## config.mk

```make
export PLATFORM = sky130hd
export DESIGN_NAME = input_conditioner
export DESIGN_NICKNAME = d
export VERILOG_FILES = /design/src/rtl/input_conditioner.sv
export SDC_FILE = /design/constraint.sdc
export NUM_CORES = 1
export LEC_CHECK = 0
export ABC_AREA = 1
export CAP_MARGIN = 10
export CORE_MARGIN = 2
export CORE_UTILIZATION = 60
export DETAILED_ROUTE_END_ITERATION = 7
export MAX_ROUTING_LAYER = met4
export PLACE_DENSITY = 0.75
export SETUP_SLACK_MARGIN = 0.4
export SLEW_MARGIN = 20
export SYNTH_ARGS = -nofsm -noshare
export SYNTH_HDL_FRONTEND = slang
export SYNTH_SLANG_ARGS = --single-unit
```

## constraint.sdc

```tcl
create_clock -name clk -period 2.5 [get_ports clk]
set_input_delay 0.625 -clock clk [delete_from_list [all_inputs] [get_ports clk]]
set_output_delay 0.625 -clock clk [all_outputs]
set_load 0.005 [all_outputs]
```

## src/rtl/input_conditioner.sv

```systemverilog
// -----------------------------------------------------------------------------
// input_conditioner
// Multi-channel front end for asynchronous board inputs (buttons, switches).
// Each channel is synchronised and debounced, then drives a small press FSM
// that reports the debounced level and generates mode-selected event strobes
// (press, release, auto-repeat or none) plus a long-press strobe.
//
// Ports
//   clk         CPU clock, all state on its rising edge
//   rst_n       asynchronous active-low reset, clears every flop
//   in          [WIDTH]     raw asynchronous inputs, active high
//   mode        [2*WIDTH]   per-channel mode, bits [2i+1:2i]:
//                           00 press, 01 release, 10 auto-repeat, 11 level only
//   level       [WIDTH]     debounced level per channel (registered)
//   pulse       [WIDTH]     one-cycle event strobe per channel (registered)
//   long_press  [WIDTH]     one-cycle strobe when a hold reaches LONG_CNT_MAX
// -----------------------------------------------------------------------------
module input_conditioner #(
  parameter int unsigned WIDTH          = 4,
  parameter int unsigned SYNC_STAGES    = 2,
  parameter int unsigned SAMPLE_CNT_MAX = 25000,
  parameter int unsigned PULSE_CNT_MAX  = 200,
  parameter int unsigned LONG_CNT_MAX   = 2000,
  parameter int unsigned REPEAT_CNT_MAX = 400
) (
  input  logic               clk,
  input  logic               rst_n,
  input  logic [WIDTH-1:0]   in,
  input  logic [2*WIDTH-1:0] mode,
  output logic [WIDTH-1:0]   level,
  output logic [WIDTH-1:0]   pulse,
  output logic [WIDTH-1:0]   long_press
);

  // A one-cycle sample period still needs a 1-bit timer register.
  localparam int unsigned TMR_W  = (SAMPLE_CNT_MAX > 1) ? $clog2(SAMPLE_CNT_MAX) : 1;
  localparam int unsigned CNT_W  = $clog2(PULSE_CNT_MAX + 1);
  localparam int unsigned HOLD_W = $clog2(LONG_CNT_MAX + 1);
  localparam int unsigned REP_W  = $clog2(REPEAT_CNT_MAX + 1);

  localparam logic [1:0] MODE_PRESS   = 2'b00;
  localparam logic [1:0] MODE_RELEASE = 2'b01;
  localparam logic [1:0] MODE_REPEAT  = 2'b10;

  typedef enum logic [1:0] {
    ST_IDLE = 2'd0,
    ST_HELD = 2'd1,
    ST_LONG = 2'd2
  } state_e;

  // ---------------------------------------------------------------------------
  // Shared sample timer: tick_c marks the last cycle of each sample period.
  // ---------------------------------------------------------------------------
  logic [TMR_W-1:0] tmr_q, tmr_d;
  logic             tick_c;

  assign tick_c = (tmr_q == TMR_W'(SAMPLE_CNT_MAX - 1));

  always_comb begin
    tmr_d = tmr_q + TMR_W'(1);
    if (tick_c) begin
      tmr_d = '0;
    end
  end

  always_ff @(posedge clk or negedge rst_n) begin
    if (!rst_n) begin
      tmr_q <= '0;
    end else begin
      tmr_q <= tmr_d;
    end
  end

  // ---------------------------------------------------------------------------
  // Per-channel synchroniser, debounce counter and press FSM.
  // ---------------------------------------------------------------------------
  for (genvar i = 0; i < int'(WIDTH); i++) begin : g_ch
    logic [SYNC_STAGES-1:0] sync_q;
    logic                   s_c;
    logic [1:0]             mode_c;
    logic [CNT_W-1:0]       cnt_q, cnt_d;
    logic [HOLD_W-1:0]      hold_q, hold_d;
    logic [REP_W-1:0]       rep_q, rep_d;
    state_e                 state_q, state_d;
    logic                   level_q, level_d;
    logic                   pulse_q, pulse_d;
    logic                   long_q, long_d;
    logic                   accept_c;

    assign s_c    = sync_q[SYNC_STAGES-1];
    assign mode_c = mode[2*i +: 2];

    // Synchroniser chain for the asynchronous pin.
    always_ff @(posedge clk or negedge rst_n) begin
      if (!rst_n) begin
        sync_q <= '0;
      end else begin
        sync_q <= {sync_q[SYNC_STAGES-2:0], in[i]};
      end
    end

    // Consecutive-high sample counter, saturating at PULSE_CNT_MAX.
    always_comb begin
      cnt_d = cnt_q;
      if (tick_c) begin
        if (!s_c) begin
          cnt_d = '0;
        end else if (cnt_q != CNT_W'(PULSE_CNT_MAX)) begin
          cnt_d = cnt_q + CNT_W'(1);
        end
      end
    end

    // Press accepted on the tick where the counter reaches its maximum.
    assign accept_c = s_c && (cnt_d == CNT_W'(PULSE_CNT_MAX));

    // Next-state and output logic; events are only produced on a tick.
    always_comb begin
      state_d = state_q;
      hold_d  = hold_q;
      rep_d   = rep_q;
      level_d = level_q;
      pulse_d = 1'b0;
      long_d  = 1'b0;
      if (tick_c) begin
        case (state_q)
          ST_IDLE: begin
            if (accept_c) begin
              level_d = 1'b1;
              hold_d  = '0;
              state_d = ST_HELD;
              pulse_d = (mode_c == MODE_PRESS) || (mode_c == MODE_REPEAT);
            end
          end
          ST_HELD: begin
            if (!s_c) begin
              level_d = 1'b0;
              state_d = ST_IDLE;
              pulse_d = (mode_c == MODE_RELEASE);
            end else begin
              if (hold_q != HOLD_W'(LONG_CNT_MAX)) begin
                hold_d = hold_q + HOLD_W'(1);
              end
              if (hold_d == HOLD_W'(LONG_CNT_MAX)) begin
                long_d  = 1'b1;
                rep_d   = '0;
                state_d = ST_LONG;
              end
            end
          end
          ST_LONG: begin
            if (!s_c) begin
              level_d = 1'b0;
              state_d = ST_IDLE;
              pulse_d = (mode_c == MODE_RELEASE);
            end else if (mode_c == MODE_REPEAT) begin
              // Repeat interval only advances while in auto-repeat mode.
              if (rep_q != REP_W'(REPEAT_CNT_MAX)) begin
                rep_d = rep_q + REP_W'(1);
              end
              if (rep_d == REP_W'(REPEAT_CNT_MAX)) begin
                pulse_d = 1'b1;
                rep_d   = '0;
              end
            end
          end
          default: begin
            state_d = ST_IDLE;
            level_d = 1'b0;
          end
        endcase
      end
    end

    // Channel state and output registers.
    always_ff @(posedge clk or negedge rst_n) begin
      if (!rst_n) begin
        cnt_q   <= '0;
        hold_q  <= '0;
        rep_q   <= '0;
        state_q <= ST_IDLE;
        level_q <= 1'b0;
        pulse_q <= 1'b0;
        long_q  <= 1'b0;
      end else begin
        cnt_q   <= cnt_d;
        hold_q  <= hold_d;
        rep_q   <= rep_d;
        state_q <= state_d;
        level_q <= level_d;
        pulse_q <= pulse_d;
        long_q  <= long_d;
      end
    end

    assign level[i]      = level_q;
    assign pulse[i]      = pulse_q;
    assign long_press[i] = long_q;
  end

endmodule

```

==> results.cfg, run 1 <==
[status]
status = completed

[final_layout]
fillCellCount = 1099
area_delta_synth_final_pct = 31.6
drive_above_1_share_pct = 27.2
stdcell_count = 1953
nets = 1770
antenna-diode-count = 0

[clocking]
numCtsBuffers = 17
cts_hold_buf = 0
cts_tree = done
clk_latency_ns = 0.43
path_clk_slew_ns = 0.07
h-tree-depth = 4
root_buffer = clkbuf_16
clock_path_buffers = 2
clock-sinks = 155

[synthesis]
ys_types = 45
synth.largest_area_cell = dfrtp_1
synth_nets = 1614
yosys_warnings = 0
synthCells = 1559
synth_seq_cells = 155
ys_async_sr_fraction_pct = 100
synthTopCellsByArea = dfrtp_1 (36%), nand2_1 (17%), nand3_1 (7.3%)
seq_area_frac_synth_pct = 36.3
avgSynthCellArea_um2 = 6.85
synth.top_cell.area_share_pct = 36.3
synth_edf_count = 0
yosys_most_used_dff = dfrtp_1
synth_area_um2 = 10700

[place]
dpl.hpwl_um = 16900
dpl.cell_count = 1791
port_buffers = 25
gp_congestion = 0.923
pre_cts_ws_ns = 0.140

[setup_path]
reg2reg_depth = 17
cpMostUsedCell = nand2_2
slowest_stage = dfrtp_2
cp_cell_sequence = inv_4 > nand2_1 > nor2_1 > nand2_4 > nor2_4 > buf_6 > nand2_2 > nand2_2 > nor2_2 > nand2_1 > nor2_2 > nand2_2 > nand2_8 > nand2_8 > inv_8 > nand2_2 > nand2_2
worstSetupEndpointType = register
worstPathArrival_ns = 2.74
crit_required_ns = 2.83
critPathKind = reg2reg
cp-start-kind = register
cp_max_fo = 8
max_stage_delay_ns = 0.48

[timing]
setup_slack_ns = 0.0859
fin_crit_ns = 2.41
hold_viol = 0
tightest_slew_ns = 0.527
fmax_mhz = 414
skew_ns = 0.0105
final-max-slew-violation-count = 0
tns_ns = 0
setup_violations = 0
slew_headroom_pct = 64.7
rsz0062_at_grt = yes
fin_crit_sh_pct = 96.6

[grt]
grt.met1_usage_pct = 37.0
grt_pass1_wl_um = 45900
grt_max_degree = 49
grt-busiest-layer = met2
grt_pass1_vias = 10200
overflow = 0
antenna_found_initial = 0
met2_usage_pct = 53.5
track_usage_pct = 31.0
grt_use_met3_pct = 5.08

[route]
via_per_inst = 5.83
dr.pass1.iters = 6
vias = 11400
drtIter0Drc = 899
drtAntennaViolNets = 0
drc = 0
wirelength_um = 32200
wl_per_cell_um = 16.5

[floorplan]
placement_rows = 48
die-width_um = 137
coreArea_um2 = 17400
io_pins = 26
die_h_um = 137
start_util_pct = 61.5
die-area_um2 = 18900

[job]
max_cap_viol_count = 0

[pwr]
p_leak_nw = 6.70
powerDensity_nw_per_um2 = 375
vdd_drop_max_mv = 0.471

[hold_path]
hp-class = in2async
==> layout make-up <==
cell class	count	area, um^2	area share (%)
Clock buffer	19	453	3.22
Clock inverter	13	141	1.01
Inverter	210	806	5.74
Multi-Input combinational cell	1162	6910	49.2
Sequential cell	155	3900	27.7
Tap cell	225	282	2.00
Timing Repair Buffer	168	1560	11.1
Timing Repair inverter	1	7.51	0.0534
==> placed cells by master, fill, tap and decap left out, drive strengths merged, types with 3 or more instances in the layout <==
master	synthesis	layout
a211oi	4	4
a21oi	17	17
buf	28	144
clkbuf	12	19
clkdlybuf4s50	0	24
clkinv	1	7
clkinvlp	0	4
dfrtp	155	155
ha	41	41
inv	209	211
nand2	510	514
nand3	160	164
nand3b	13	13
nand4	43	43
nor2	198	198
nor3	33	33
nor3b	4	4
nor4	3	3
o21ai	66	66
or2	7	7
xnor2	6	6
xor2	38	38
==> metal layers <==
metal	share of wire (%)	up-vias
li1	-	5252
met1	39	5387
met2	50	602
met3	7.0	139
met4	4.0	0
met5	0	-
==> final timing paths <==
path / from / to / slack [ns]
worst max-delay path: tmr_q[4] / g_ch[1].hold_q[9] / 0.09
worst min-delay path: rst_n / g_ch[2].rep_q[5] / 0.09
worst max register to register: tmr_q[4] / g_ch[1].hold_q[9] / 0.09
worst min register to register: g_ch[3].sync_q[0] / g_ch[3].sync_q[1] / 0.36
max in group asynchronous: rst_n / g_ch[2].hold_q[5] / 1.78
min in group clk: g_ch[3].sync_q[0] / g_ch[3].sync_q[1] / 0.36
==> cell families (layout without fill, tap and decap cells) <==
family                   Yosys count  after routing  synth area share (%)
flip-flops                       155            155                  36.3
adder cells (fa/ha/maj)           41             41                  4.81
XOR/XNOR                          44             44                  3.61
AND/OR/NAND/NOR                  976            984                  40.4
buffers and inverters            250            411                  10.1
AO/OA/AOI/OAI                     93             93                  4.75
==> registers in the layout, summed over array words and instances (netlist names), 8 cells and up <==
register and count:
g_ch.cnt_q 32, g_ch.state_q 8, g_ch.sync_q 8, g_ch.rep_q 36
tmr_q 15, g_ch.hold_q 44
==> stage by stage <==
step	utilization [%]	area (um^2)	power, mW	hold WS [ns]
after floorplan	-	10700	2.59	0.329
after global placement	64.2	11100	2.68	0.344
after detailed placement	64.2	11100	2.68	0.341
after CTS	74.8	13000	5.29	0.0951
after global routing	80.9	14000	5.43	0.104
final	80.9	14000	5.27	0.0923
==> critical path: cells and delay by family, from the launching register on <==
kind / cells / cell delay, ns
AND/OR/NAND/NOR: 14 / 1.49
flip-flops: 1 / 0.48
buffers and inverters: 3 / 0.32
==> Yosys cell counts, types with 2 or more instances <==
| library cell | n |
|---|---|
| nor4_1 | 3 |
| buf_4 | 13 |
| xor2_1 | 38 |
| nand3_4 | 2 |
| clkbuf_1 | 11 |
| nand3_1 | 156 |
| nor2_2 | 8 |
| o21ai_2 | 4 |
| ha_1 | 41 |
| inv_2 | 6 |
| nor2_4 | 3 |
| or2_2 | 7 |
| nor2_1 | 186 |
| xnor2_1 | 6 |
| nand3b_1 | 13 |
| nor3b_1 | 4 |
| nand4_1 | 43 |
| nand2_4 | 4 |
| buf_6 | 9 |
| nand3_2 | 2 |
| o21ai_1 | 15 |
| o21ai_0 | 47 |
| nand2_1 | 479 |
| a211oi_1 | 4 |
| and3_1 | 2 |
| o21bai_1 | 2 |
| nand2_2 | 27 |
| inv_1 | 203 |
| buf_2 | 5 |
| a21oi_1 | 16 |
| dfrtp_1 | 155 |
| nor3_1 | 32 |
==> where the power goes <==
group          switching, mW  total, mW  internal, mW  leakage, nW
combinational         0.0787      0.115        0.0365         4.38
sequential           0.00901       2.52          2.51         2.03
clock                   1.10       2.63          1.53        0.286
==> what timing repair did <==
action	in CTS	in global routing
resized for setup	152	201
pin swaps	62	83
setup endpoints to repair	89	103
gates cloned	11	1
setup buffers	71	47
No activity file was read; power rests on OpenSTA's default activity.
==> run 2, diff against run 1 <==
--- a/config.mk
+++ b/config.mk
@@ -17,3 +17,4 @@
 export SYNTH_ARGS = -nofsm -noshare
 export SYNTH_HDL_FRONTEND = slang
 export SYNTH_SLANG_ARGS = --single-unit
+export TNS_END_PERCENT = 20
==> constraint.sdc (replaced) <==
create_clock -name clk -period 2.3 [get_ports clk]
set_input_delay 0.575 -clock clk [delete_from_list [all_inputs] [get_ports clk]]
set_output_delay 0.575 -clock clk [all_outputs]
set_load 0.005 [all_outputs]
==> results.cfg, run 2 (same netlist as run 1, synthesis figures left out) <==
[grt]
grt_pass1_vias = 9445
antenna_found_initial = 0
overflow = 0
grt_max_degree = 50
track_usage_pct = 28.9
grt_pass1_wl_um = 42800

[job]
max_cap_viol_count = 0

[clocking]
clock-sinks = 155
clk_latency_ns = 0.45
root_buffer = clkbuf_16
numCtsBuffers = 17
cts_tree = done
h-tree-depth = 4
clock_path_buffers = 2
path_clk_slew_ns = 0.07
cts_hold_buf = 0

[floorplan]
coreArea_um2 = 17400
io_pins = 26
die-area_um2 = 18900
placement_rows = 48
die-width_um = 137
die_h_um = 137
start_util_pct = 61.5

[setup_path]
cp_max_fo = 7
cp-start-kind = register
worstPathArrival_ns = 2.57
worstSetupEndpointType = register
timing.rr.end = g_ch[2].hold_q[10]
critPathKind = reg2reg
reg2reg_depth = 15
cp-startpoint = tmr_q[1]
reg2reg_slack_ns = 0.06
timing.rr.start = tmr_q[1]
crit_required_ns = 2.63

[place]
pre_cts_ws_ns = 0.00343
port_buffers = 25
dpl.cell_count = 1814
dpl.hpwl_um = 17100
gp_congestion = 0.914

[final_layout]
stdcell_count = 1912
antenna-diode-count = 0
top_register = g_ch.hold_q
drive_above_1_share_pct = 22.2
largest_register_ff_count = 44
area_delta_synth_final_pct = 24.8
final_common_cell = nand2_1
fillCellCount = 1239
mostFrequentLayoutCells = nand2_1 (432), inv_1 (191), nor2_1 (151)
reg_top3 = g_ch.hold_q (44), g_ch.rep_q (36), g_ch.cnt_q (32)
nets = 1729

[hold_path]
hp-class = in2async

[route]
vias = 10400
wl_per_cell_um = 14.0
drtAntennaViolNets = 0
drc = 0
drtIter0Drc = 795
dr.pass1.iters = 5
via_per_inst = 5.42
wirelength_um = 26800

[timing]
rsz0062_at_grt = yes
final-max-slew-violation-count = 0
fin_crit_sh_pct = 97.2
fmax_mhz = 447
setup_violations = 0
setup_slack_ns = 0.0648
fin_crit_ns = 2.24
hold_slack_ns = 0.0829
slew_headroom_pct = 65.9
skew_ns = 0.0121
hold_viol = 0
tightest_slew_ns = 0.510

[pwr]
powerDensity_nw_per_um2 = 425
vdd_drop_max_mv = 0.583
p_leak_nw = 6.53
p_total_mw = 5.66

[status]
status = completed
run 2: cell types whose count changed in the layout (fill, tap and decap cells not counted), moves of 6 or more:
| cell | previous run | this run |
|---|---|---|
| buf_4 | 106 | 78 |
| nand2_1 | 407 | 432 |
| nand3_1 | 116 | 136 |
| nand3_2 | 36 | 22 |
| buf_6 | 27 | 15 |
| nand2_2 | 72 | 63 |
| nand2_4 | 24 | 15 |
| nand2_8 | 11 | 4 |
| nand3_4 | 12 | 6 |
run 2: worst max path at each step:
stage                               endpoint  slack (ns)  depth (start not counted)
final                     g_ch[2].hold_q[10]        0.06                         15
after global routing         g_ch[3].level_q       -0.13                         16
after CTS                 g_ch[2].hold_q[10]        0.08                         15
after detailed placement    g_ch[2].rep_q[0]       0.003                          7
after global placement      g_ch[2].rep_q[1]     -0.0002                         11
after floorplan             g_ch[2].rep_q[4]        0.27                         12
run 2: layout make-up:
class | instances | area (um^2) | share of cell area [%]
sequential | 155 | 3890 | 29.2
multi-input combinational | 1162 | 6530 | 49.1
timing repair buffer | 128 | 1230 | 9.24
clock inverter | 12 | 113 | 0.846
inverter | 210 | 798 | 5.99
tap | 225 | 282 | 2.11
clock buffer | 20 | 467 | 3.50
run 2: worst max-delay path, stage by stage (launching register included):
cell	delay [ns]
dfrtp_1	0.39
ha_4	0.19
nand2_4	0.08
nor2_4	0.11
nand2_4	0.07
nor2_8	0.16
buf_12	0.15
nand3b_1	0.10
nand3_2	0.09
nand2_1	0.06
nor2_2	0.17
nand2_2	0.08
nand2_4	0.13
nand3_4	0.16
nand2_1	0.12
nand2_1	0.05
run 2: per-layer routing:
metal  GRT usage, %  vias up  part of all wire, %
met4           9.79        0                  2.1
met2           47.4      336                   49
met1           36.8     4801                   44
met3           4.19       53                  4.9
li1               -     5169                    -
met5              -        -                    0
run 2: repair_timing:
action	4_1_cts	5_1_grt
gates resized for setup	65	186
buffers inserted	34	23
gates cloned	7	2
pin swaps	38	59
endpoints found under the setup margin	102	112
run 2: stage by stage:
step,setup TNS [ns],instance area (um^2),utilization [%]
2_1_floorplan,0,10700,-
3_3_place_gp,-0.000220,11400,65.5
3_5_place_dp,0,11400,65.5
4_1_cts,0,12500,72.3
5_1_grt,-1.95,13300,76.7
6_report,0,13300,76.7
run 2: power by group:
group / total, mW / leakage [nW] / switching (mW) / internal (mW)
clock: 2.79 / 0.283 / 1.21 / 1.58
sequential: 2.74 / 2.04 / 0.00700 / 2.73
combinational: 0.130 / 4.21 / 0.0855 / 0.0441
total: 5.66 / 6.53 / 1.30 / 4.36
